File: config.mk
export PLATFORM = sky130hd
export DESIGN_NAME = dbus_bridge
export DESIGN_NICKNAME = d
export VERILOG_FILES = /design/src/rtl/dbus_bridge.sv
export SDC_FILE = /design/constraint.sdc
export NUM_CORES = 1
export LEC_CHECK = 0
export CELL_PAD_IN_SITES_DETAIL_PLACEMENT = 0
export CELL_PAD_IN_SITES_GLOBAL_PLACEMENT = 1
export CORE_ASPECT_RATIO = 1.5
export CORE_MARGIN = 1.5
export CORE_UTILIZATION = 33
export CTS_BUF_LIST = sky130_fd_sc_hd__clkbuf_4 sky130_fd_sc_hd__clkbuf_8 sky130_fd_sc_hd__clkbuf_16
export DETAILED_ROUTE_END_ITERATION = 16
export PLACE_DENSITY_LB_ADDON = 0.1
export SLEW_MARGIN = 20
export SYNTH_ARGS = -nofsm -noshare
export SYNTH_HDL_FRONTEND = slang
export SYNTH_SLANG_ARGS = --single-unit
File: constraint.sdc
create_clock -name i_clk -period 5.5 [get_ports i_clk]
set_clock_uncertainty 0.2 [all_clocks]
set_input_delay 1.1 -clock i_clk [delete_from_list [all_inputs] [get_ports i_clk]]
set_output_delay 1.1 -clock i_clk [all_outputs]
set_load 0.01 [all_outputs]
File: src/rtl/dbus_bridge.sv
// Stalling bridge from the CPU data port to a req/ack data bus.
// Optional bus-timeout abort is built when DBUS_TIMEOUT_EN is defined.
module dbus_bridge #(
    parameter int unsigned TIMEOUT_CYCLES = 256
) (
    input  logic        i_clk,
    input  logic        i_rst,
    input  logic        i_clk_ce,
    output logic        o_clk_ce,
    input  logic [31:0] i_addr,
    input  logic [31:0] i_data_wr,
    input  logic [3:0]  i_wr,
    input  logic        i_rd,
    output logic [31:0] o_data_rd,
    output logic        o_bus_req,
    output logic [31:0] o_bus_addr,
    output logic [31:0] o_bus_wdata,
    output logic [3:0]  o_bus_be,
    output logic        o_bus_wr,
    input  logic        i_bus_ack,
    input  logic [31:0] i_bus_rdata,
    output logic        o_err
);

    typedef enum logic [1:0] {
        IDLE = 2'd0,
        BUSY = 2'd1,
        DONE = 2'd2
    } state_t;

    state_t state;
    state_t state_nx;
    logic   req;
    logic   timeout;

    logic [1:0] unused_addr_lo;
    assign unused_addr_lo = i_addr[1:0];

    assign req = i_rd | (|i_wr);

`ifdef DBUS_TIMEOUT_EN
    localparam int CW = $clog2(TIMEOUT_CYCLES) + 1;

    logic [CW-1:0] to_cnt;

    // Counts BUSY cycles; held at zero everywhere else.
    always_ff @(posedge i_clk) begin
        if (i_rst) begin
            to_cnt <= '0;
        end else if (state != BUSY) begin
            to_cnt <= '0;
        end else begin
            to_cnt <= to_cnt + 1'b1;
        end
    end

    assign timeout = (state == BUSY) &&
                     (to_cnt == CW'(TIMEOUT_CYCLES - 1));

    // An ack in the timeout cycle wins, so no error is flagged.
    always_ff @(posedge i_clk) begin
        if (i_rst) begin
            o_err <= 1'b0;
        end else begin
            o_err <= timeout && !i_bus_ack;
        end
    end
`else
    logic unused_timeout_cfg;
    assign unused_timeout_cfg = (TIMEOUT_CYCLES == 0);
    assign timeout = 1'b0;
    assign o_err   = 1'b0;
`endif

    always_ff @(posedge i_clk) begin
        if (i_rst) begin
            state <= IDLE;
        end else begin
            state <= state_nx;
        end
    end

    always_comb begin
        state_nx = state;
        unique case (state)
            IDLE: if (req) state_nx = BUSY;
            BUSY: if (i_bus_ack || timeout) state_nx = DONE;
            DONE: if (i_clk_ce) state_nx = IDLE;
            default: state_nx = IDLE;
        endcase
    end

    always_comb begin
        o_clk_ce = i_clk_ce;
        if (!i_rst) begin
            unique case (state)
                IDLE: if (req) o_clk_ce = 1'b0;
                BUSY: o_clk_ce = 1'b0;
                default: o_clk_ce = i_clk_ce;
            endcase
        end
    end

    // A store with a read strobe still wins: be/wr come from i_wr.
    always_ff @(posedge i_clk) begin
        if (i_rst) begin
            o_bus_req   <= 1'b0;
            o_bus_wr    <= 1'b0;
            o_bus_be    <= 4'b0000;
            o_bus_addr  <= 32'h0;
            o_bus_wdata <= 32'h0;
            o_data_rd   <= 32'h0;
        end else begin
            unique case (state)
                IDLE: begin
                    if (req) begin
                        o_bus_req   <= 1'b1;
                        o_bus_wr    <= |i_wr;
                        o_bus_be    <= i_wr;
                        o_bus_addr  <= {i_addr[31:2], 2'b00};
                        o_bus_wdata <= i_data_wr;
                    end
                end
                BUSY: begin
                    if (i_bus_ack) begin
                        o_bus_req <= 1'b0;
                        if (!o_bus_wr) o_data_rd <= i_bus_rdata;
                    end else if (timeout) begin
                        o_bus_req <= 1'b0;
                        o_data_rd <= 32'hFFFF_FFFF;
                    end
                end
                default: ;
            endcase
        end
    end

endmodule

Word level (Yosys, flattened, before mapping)
Index checks and enable logic that the tools add are counted.

storage, ports and cells
  output and inout bits = 104
  bits in registers = 102
  input port bits = 105

operators by class
  reduce and logical (&&, ||, !) cells = 7
  bitwise gates (word level) = 2
  muxes and demuxes = 10
  equal/unequal tests = 5

operator list
  operator              count
  $reduce_and A3 Y1     3
  $mux W2               3
  $ne A2 B2 Y1 const B  3
  $pmux W2 S3           1
  $mux W1               4
  $pmux W1 S2           2
  $reduce_or A4 Y1      1
  $eq A2 B1 Y1 const B  1
  $eq A2 B2 Y1 const B  1
  $logic_not A2 Y1      1
  $reduce_and A2 Y1     1
  $reduce_bool A2 Y1    1
  $not A1 Y1            1
  $or A1 B1 Y1          1

Depth between registers and ports, before layout
  depth after elaboration = 5
  mapped depth = 6
  gate-level depth less buffers = 3

Least setup slack after synthesis
Ideal clock, no wire load.

  path type = in2out
  from = input port i_wr[3]
  to = output port o_clk_ce
  arrival = 2.189 ns
  path slack = 2.011 ns
  buffers on the path = 1
  stages on the path = 4
  cell sequence = or4_1 buf_6 o31ai_2 and2_1

between the ends
  word-level cells in the longest chain between the ends = 5

ends and longest elaborated chain
  element           RTL line  source
  start, declared   12        input logic [3:0] i_wr,
  $reduce_or A4 Y1  39        assign req = i_rd | (|i_wr);
  $or A1 B1 Y1      39
  $mux W1           97        IDLE: if (req) o_clk_ce = 1'b0;
  $pmux W1 S2       96        unique case (state)
  $mux W1           95        if (!i_rst) begin
  end, declared     9         output logic o_clk_ce,

No other way between the ends.

Worst setup path after layout
Same ends and word-level chain as after synthesis.

==> impl_metrics.tcl <==
set metrics [dict create \
    pin_count 209 \
    hold_path_class "reg -> reg" \
    finalHoldViolations 0 \
    arrival_ps 3290 \
    synthTopCellsByArea "dfxtp_1 (42%), a32oi_1 (11%), o2111ai_1 (11%), nand2_1 (9.9%), nor3b_1 (9.7%)" \
    place_hpwl_um 9580 \
    vias_per_cell 5.53 \
    yosysSeqAreaShare_pct 42.5 \
    nNetsFinal 813 \
    synthFlopType "dfxtp_1" \
    path_clk_slew_ps 70 \
    drive_gt1_share_pct 4.91 \
    synth.avg_cell_area_um2 8.58 \
    drv_slew 0 \
    final_antenna_net_count 0 \
    critical_path.n_buffers_inverters 2 \
    max_freq_mhz 218 \
    wl_per_cell_um 17.3 \
    synth_edf_count 0 \
    area_growth_pct 48.2 \
    totalWireLength_um 15700 \
    antenna_found_initial 0 \
    clk_latency_ps 340 \
    synth-seq-cells 102 \
    fill_cells 1406 \
    finalSetupViolations 0 \
    hold_depth 2 \
    p_per_area_mw_per_mm2 266 \
    cap_violations 0 \
    synthDistinctLibCells 27 \
    dr_wl_met3_um 915 \
    clock_path_buffers 2 \
    fin_crit_sh_pct 83.4 \
    synth_top_area_share_pct 42.5 \
    highest_layer "met4" \
    coreArea_mm2 0.0141 \
    regArea_mm2 0.00204 \
    startpoint_type "input pin" \
    cts_buffers 9 \
    required_ps 4200 \
    first_iter_violations 264 \
    crit_path_end_kind "output port" \
    wl_met1_um 6870 \
    holdWs_ps 254 \
    grt_pass1_vias 4711 \
    r2r_cells 4 \
    rsz0062_at_grt "false" \
    fin_crit_ps 4590 \
    yosys_warnings 0 \
    rows 53 \
    max-slew-margin-rel_pct 47.2 \
    vias 5002 \
    worstSetupPathType "in -> out" \
    port_buffers 203 \
    grt_pass1_wl_um 23800 \
    cts_resized 0 \
    post-cts-setup-buffers 0 \
    crit_chain "clkdlybuf4s50_1, or4_2, o31ai_2, and2_1, clkdlybuf4s50_1" \
    cp_slowest_cell "or4_2" \
    cp_top_family "buffers and inverters" \
    power_leakage_uw 0.00250 \
    grt_usage_pct 19.5 \
    async_reset_ff_share_pct 0 \
    power_uw 1900 \
    crit_path_max_incr_delay_ps 750 \
    cp_max_fo 4 \
    peakVddDrop_uv 134 \
    drcViolationCount 0 \
    cts_tree "built" \
    multi_input_comb_area_mm2 0.00243 \
    grt_max_degree 75 \
    cp_num_cells 5 \
    place.gp.congestion 0.736 \
    cts_root_buf "clkbuf_16" \
    cts_max_level 3 \
    wl_met2_um 7480 \
    die_area_mm2 0.0153 \
    antennaDiodeCount 0 \
    tns_ps 0 \
    status "finished, final reports clean" \
    die_h_um 151 \
    max_slew.worst_pin.slew_ps 792 \
    crit_path_frequent_cell "clkdlybuf4s50_1" \
    syn_inst 560 \
    ctsHoldBuffers 0 \
    syn_area_mm2 0.00481 \
    first_pass_iters 4 \
    floorplan.initialDensity_pct 34.0 \
    grt_overflow_total 0 \
    yosysTopAreaCell "dfxtp_1" \
    die_w_um 102 \
    cts_num_sinks 102 \
]
[cells by family after synthesis]
group                  Yosys count  synth area share [%]
other                            1                0.0780
and+or+nand+nor                204                  21.5
AOI/OAI and AO/OA              173                  28.1
buffers and inverters           80                  7.81
DFF                            102                  42.5
[where the power goes]
part / total (uW) / leakage (uW) / switching [uW] / internal, uW
logic: 409 / 0.00152 / 196 / 212
registers: 834 / 0.000839 / 39.2 / 795
clock network: 655 / 0.000147 / 293 / 362
[metrics by stage]
step	utilization [%]	cells	setup slack [ps]	instance area, um^2
3_5_place_dp	48.3	889	922	6820
3_3_place_gp	48.3	889	925	6820
4_1_cts	50.4	905	922	7120
6_report	50.4	905	912	7120
2_1_floorplan	-	562	2010	4810
5_1_grt	50.4	905	869	7120
[cells in the final DEF (no fill, tap or decap), types with 2 or more instances in the layout]
master / n
a21oi_1: 41
buf_4: 12
a32oi_1: 62
inv_6: 2
nor2_1: 3
clkinv_2: 2
nor3b_1: 62
nand2_1: 127
conb_1: 3
dfxtp_1: 102
clkdlybuf4s50_1: 201
clkbuf_16: 9
nor3_1: 4
o21ai_1: 2
a211oi_1: 4
o2111ai_1: 62
[tightest hold or removal path: cells and delay by family (launching register included)]
family	cells	cell delay, ps
flip-flops	1	310
AO/OA/AOI/OAI	1	50
AND/OR/NAND/NOR	1	50
[flip-flops by register name, indices dropped and copies added (netlist names)]
signal       cells
o_bus_req        1
o_data_rd       32
o_bus_be         4
o_bus_wr         1
o_bus_addr      30
state            2
o_bus_wdata     32
[final timing paths]
check | start | endpoint | slack, ps
min reg2reg | o_data_rd[11] | o_data_rd[11] | 250
min | o_data_rd[11] | o_data_rd[11] | 250
max reg2reg | state[1] | o_bus_wdata[20] | 3320
max | i_wr[3] | o_clk_ce | 910
[synth_stat cells, types with 4 or more instances]
cell type and n:
nand2_1 127, dfxtp_1 102, a32oi_1 62, nor3b_1 62
o2111ai_1 62, clkbuf_1 51, a21oi_1 41, buf_2 15
buf_6 6, a211oi_1 4, nor2_1 4, nor3_1 4
[final cells by class]
cell class	count	area share [%]
Tap cell	192	3.37
Clock buffer	10	3.27
Multi-Input combinational cell	380	34.1
Timing Repair Buffer	213	29.5
Sequential cell	102	28.7
Clock inverter	6	0.966
Inverter	2	0.123
[layer usage]
metal | vias up | global-route usage (%)
met5 | - | 0
met4 | 0 | 8.06
met3 | 27 | 4.52
met2 | 178 | 31.8
met1 | 2375 | 24.5
li1 | 2422 | -
Power figures use the tool's default switching activity.
==> patch 1 (same settings) <==
Re-encode `state_t` (3 states) as one-hot, 3 bits wide.
--- a/src/rtl/dbus_bridge.sv
+++ b/src/rtl/dbus_bridge.sv
@@ -22,10 +22,10 @@
     output logic        o_err
 );
 
-    typedef enum logic [1:0] {
-        IDLE = 2'd0,
-        BUSY = 2'd1,
-        DONE = 2'd2
+    typedef enum logic [2:0] {
+        IDLE = 3'b001,
+        BUSY = 3'b010,
+        DONE = 3'b100
     } state_t;
 
     state_t state;
Behaviour: same outputs for any inputs over 4 cycles, from zero or initial values and one cycle with i_rst high; so few cycles prove little.
==> patch 1 against the original RTL <==
  * Non-clock buffer count fell by 3
  * Setup slack improved by 190 ps
  * First-iteration DRC count fell by 71%
  * Largest cell class is now buffers
  * Combinational power rose by 86%
  * Sequential cell count rose by 1
  * Clock power fell by 6.3%
  * Synthesized cell count fell by 16%
  * Wire length fell by 27%
  * Synthesized area fell by 15%
  * Cell area fell by 9.2%
  * Total power rose by 21%
==> patch 1: results (changes against the original RTL) <==
metric,value,unit,change
Layout Nets,753,,-7.4%
Clock Path Buffers,2,,unchanged
largest registers,"o_bus_wdata (32), o_data_rd (32), o_bus_addr (30)",,
Filler cells,1145,,-19%
Hold Crit Class,reg -> reg,,
status,"finished, final reports clean",,
post-CTS setup buffers,0,,unchanged
CTS Root Cell,clkbuf_16,,
largest net degree at the start of global routing,67,,-11%
drt wl/cell,14.2,um,-18%
CP max stage cell,or4_4,,
worst slew pin tran,1130,ps,+338 ps
Static Leak,2.50,nW,+0.10%
share of layout cells above drive strength 1,4.29,%,-0.62 points
Final GP Congestion,0.743,,+1.0%
clk slew on worst S/H paths,70,ps,about the same
H-tree depth,3,,unchanged
largest cells by area after synthesis,"dfxtp_1 50%, mux2i_1 15%, nand2_1 12%",,
drt first pass iters,6,,+2
initial antenna violation count,0,,unchanged
"Seq/Total Area, Yosys",50.4,%,+7.9 points
"count leader, synth",nand2_1,,
synth cell count leaders,"130 x nand2_1, 103 x dfxtp_1, 62 x mux2i_1, 36 x nand3_1, 35 x a21oi_1",,
Critical Path AT,3100,ps,-190 ps
Synthesis Warnings,0,,unchanged
final HPWL from detailed placement,8080,um,-16%
crit-path max cell delay,580,ps,-170 ps
I/O Buffers,203,,unchanged
Post-synth ARST share,0,%,unchanged
Netlist cell types,30,,+11%
worst vdd ir,0.186,mV,+39%
hold_buf cts,0,,unchanged
Via density,4.72,,-15%
Total GRT Usage,17.4,%,-2.0 points
Worst Path Max Fanout,5,,+1
first-pass GRT wire length,17800,um,-25%
cts bufs inserted,9,,unchanged
"Clk Latency, worst-skew pair",340,ps,about the same
1st-iter DRT viols,76,,-71%
"delay-heaviest family, CP",buffers and inverters,,
vias in the first global route,3710,,-21%
[patch 1: cell types whose count changed in the layout (fill, tap and decap cells not counted), sizes merged, moves of 5 or more]
| cell | unedited run | this run |
|---|---|---|
| a32oi | 62 | 0 |
| mux2i | 0 | 62 |
| o2111ai | 62 | 0 |
| nor3b | 62 | 1 |
| nand3 | 0 | 36 |
| o21ai | 2 | 38 |
| a21oi | 41 | 35 |
| buf | 12 | 7 |
[patch 1: final timing paths]
path                            startpoint                           to  slack (ps)  cells after the start
setup / recovery                   i_wr[3]                     o_clk_ce        1100                      5
hold / removal    o_bus_be[3]$_SDFFE_PP0P_     o_bus_be[3]$_SDFFE_PP0P_         250                      2
setup reg to reg     state[0]$_SDFFE_PP1P_  o_bus_wdata[7]$_SDFFE_PP0P_        2860                      4
hold reg to reg   o_bus_be[3]$_SDFFE_PP0P_     o_bus_be[3]$_SDFFE_PP0P_         250                      2
[patch 1: power by group]
group | switching, mW | total, mW | internal, mW
clock | 0.284 | 0.614 | 0.330
combinational | 0.346 | 0.761 | 0.414
sequential | 0.0645 | 0.930 | 0.865
[patch 1: worst reg2reg max path, stage by stage, from the launching register on]
cell and delay, ps:
dfxtp_1 490, nor3b_2 490, o21a_4 190, buf_4 770, mux2i_1 420
[patch 1: cells by family after synthesis]
family	count (synthesis)	synth area share (%)
simple gates	177	18.5
flops	103	50.4
compound gates	79	10.1
mux	62	15.2
buf+inv	46	5.50
xor+xnor	1	0.214
other cells	1	0.0917
[patch 1: area by class of cell]
cell class	instances	area [um^2]	area share, %
repair buffers	210	2080	32.2
flip-flops and latches	103	2060	31.9
multi-input cells	322	1830	28.4
clock buffers	11	246	3.81
well taps	153	191	2.96
clock inverters	5	40.0	0.619
inverters	2	8.76	0.135
[patch 1: layer usage]
metal	global-route usage (%)	vias to the layer above	wire [um]
li1	-	1924	-
met1	18.3	1715	4370
met2	29.7	137	5740
met3	7.32	25	891
met4	8.25	0	399
met5	0	-	0
[patch 1: stage by stage]
stage | setup slack [ps] | power, mW | util [%] | cell area, um^2 | instances
after floorplan | 2110 | 1.36 | - | 4100 | 471
after global placement | 1100 | 1.70 | 51.4 | 6180 | 790
after detailed placement | 1100 | 1.72 | 51.4 | 6180 | 790
after CTS | 1090 | 2.34 | 53.8 | 6470 | 806
after global routing | 983 | 2.44 | 53.8 | 6470 | 806
final | 1100 | 2.30 | 53.8 | 6470 | 806
==> patch 2 (config.mk and constraints unchanged) <==
Made on the original files. The option `DBUS_TIMEOUT_EN` is turned on by a define.
--- a/src/rtl/dbus_bridge.sv
+++ b/src/rtl/dbus_bridge.sv
@@ -1,5 +1,7 @@
 // Stalling bridge from the CPU data port to a req/ack data bus.
 // Optional bus-timeout abort is built when DBUS_TIMEOUT_EN is defined.
+`define DBUS_TIMEOUT_EN
+
 module dbus_bridge #(
     parameter int unsigned TIMEOUT_CYCLES = 256
 ) (
Check against the original RTL: no difference found for any inputs over 4 cycles, from zero or initial values and one cycle with i_rst high; that may be too few to reach the edited logic, so the function may still have changed.
==> patch 2 against the original RTL <==
  * Cell area grew 7.6%
  * Sequential cell count grew 10
  * Synthesized area grew 12%
  * Wire length grew 10%
  * Total power grew 13%
  * Synthesized cell count grew 9.3%
  * Via count grew 6.9%
  * Setup slack gained 67 ps
  * Largest cell class unchanged
==> patch 2: results (changes against the original RTL) <==
metric,value,unit,change
clk tree area frac,3.71,%,-0.53 points
Static Leak,2.64,nW,+5.5%
final HPWL from detailed placement,10900,um,+14%
routed via count,5346,,+6.9%
DR WL met3,890,um,-2.7%
met2 Resource Use GR,35.0,%,+3.3 points
largest cells by area after synthesis,"dfxtp_1 42%, a32oi_1 10%, o2111ai_1 10%",,
Data buffer area share,27.7,%,-1.9 points
reg-to-reg startpoint,to_cnt[0]$_SDFF_PP0_,,
grt met3 use,4.09,%,-0.43 points
post-synthesis mux area share,0,%,unchanged
Total GRT Usage,19.9,%,+0.41 points
clock buffers,12,,+2
status,"finished, final reports clean",,
Seq area share,29.3,%,+0.59 points
Clock Path Buffers,2,,unchanged
Non-clock inverters,38,,+36
"Seq/Total Area, Yosys",41.8,%,-0.70 points
multi-input gate count,378,,-0.53%
Layout Nets,861,,+5.9%
drt first pass iters,6,,+2
Worst Reg-to-Reg Cells,7,,+3
"Clk Latency, worst-skew pair",340,ps,about the same
Synth Area in Compound Gates,27.3,%,-0.83 points
worst vdd ir,0.159,mV,+19%
Synthesis Warnings,0,,unchanged
wire length on met2,8720,um,+17%
Worst Min Path Start,o_data_rd[16]$_SDFFE_PP0P_,,
bufs w/o clock,215,,+0.94%
clk slew on worst S/H paths,70,ps,about the same
drt total wl,17300,um,+10%
Netlist cell types,33,,+22%
1st-iter DRT viols,246,,-6.8%
Critical Path AT,3220,ps,-70 ps
cts bufs inserted,9,,unchanged
Crit. Startpoint,i_wr[3],,
Filler cells,1559,,+11%
Post-Synth XOR/XNOR Area,0.490,%,+0.49 points
register bit total from synthesis,112,,+9.8%
post-CTS setup buffers,0,,unchanged
share of layout cells above drive strength 1,4.48,%,-0.43 points
largest net degree at the start of global routing,75,,unchanged
Post-Synth Adder-Cell Area,0.466,%,+0.47 points
routing usage on met1,23.6,%,-0.86 points
Slew HR,31.6,%,-16 points
fraction of area in multi-input gates,34.2,%,+0.095 points
I/O Buffers,204,,+0.49%
first-pass GRT wire length,27500,um,+15%
"setup slack, reg-to-reg",3000,ps,-320 ps
M1 WL,7330,um,+6.7%
Hold Path End,o_data_rd[16]$_SDFFE_PP0P_,,
crit-path max cell delay,730,ps,-20 ps
H-tree depth,3,,unchanged
synth cell count leaders,"112 x dfxtp_1, 64 x nand2_1, 63 x nor3b_1, 62 x a32oi_1, 62 x o2111ai_1",,
hold depth,2,,unchanged
reg2reg end,o_data_rd[22]$_SDFFE_PP0P_,,
Final GP Congestion,0.701,,-4.8%
Sw Share,29.7,%,+1.9 points
## patch 2: cell count changes in the layout (fill, tap and decap cells not counted), moves of 4 or more
cell      delta
nand2_1     -63
nand3_1      +4
nor4_1      +32
nand2b_1     +4
dfxtp_1     +10
o21ai_0      +6
a211oi_1    +32
inv_1       +37
nor2_1       +8
a21oi_1     -32
## patch 2: power groups by stage
stage | registers [mW] | logic, mW | clock network [mW]
3_3_place_gp | 0.961 | 0.565 | 0
4_1_cts | 0.947 | 0.571 | 0.654
6_report | 0.947 | 0.566 | 0.629
2_1_floorplan | 0.996 | 0.238 | 0
5_1_grt | 0.960 | 0.610 | 0.689
3_5_place_dp | 0.966 | 0.568 | 0
## patch 2: metrics by stage
stage	cell area, um^2	worst slack [ps]	util (%)	instances	hold WS (ps)
6_report	7660	979	48.6	962	257
3_3_place_gp	7380	995	46.8	946	243
4_1_cts	7660	977	48.6	962	258
3_5_place_dp	7380	984	46.8	946	244
2_1_floorplan	5370	2070	-	613	230
5_1_grt	7660	888	48.6	962	273
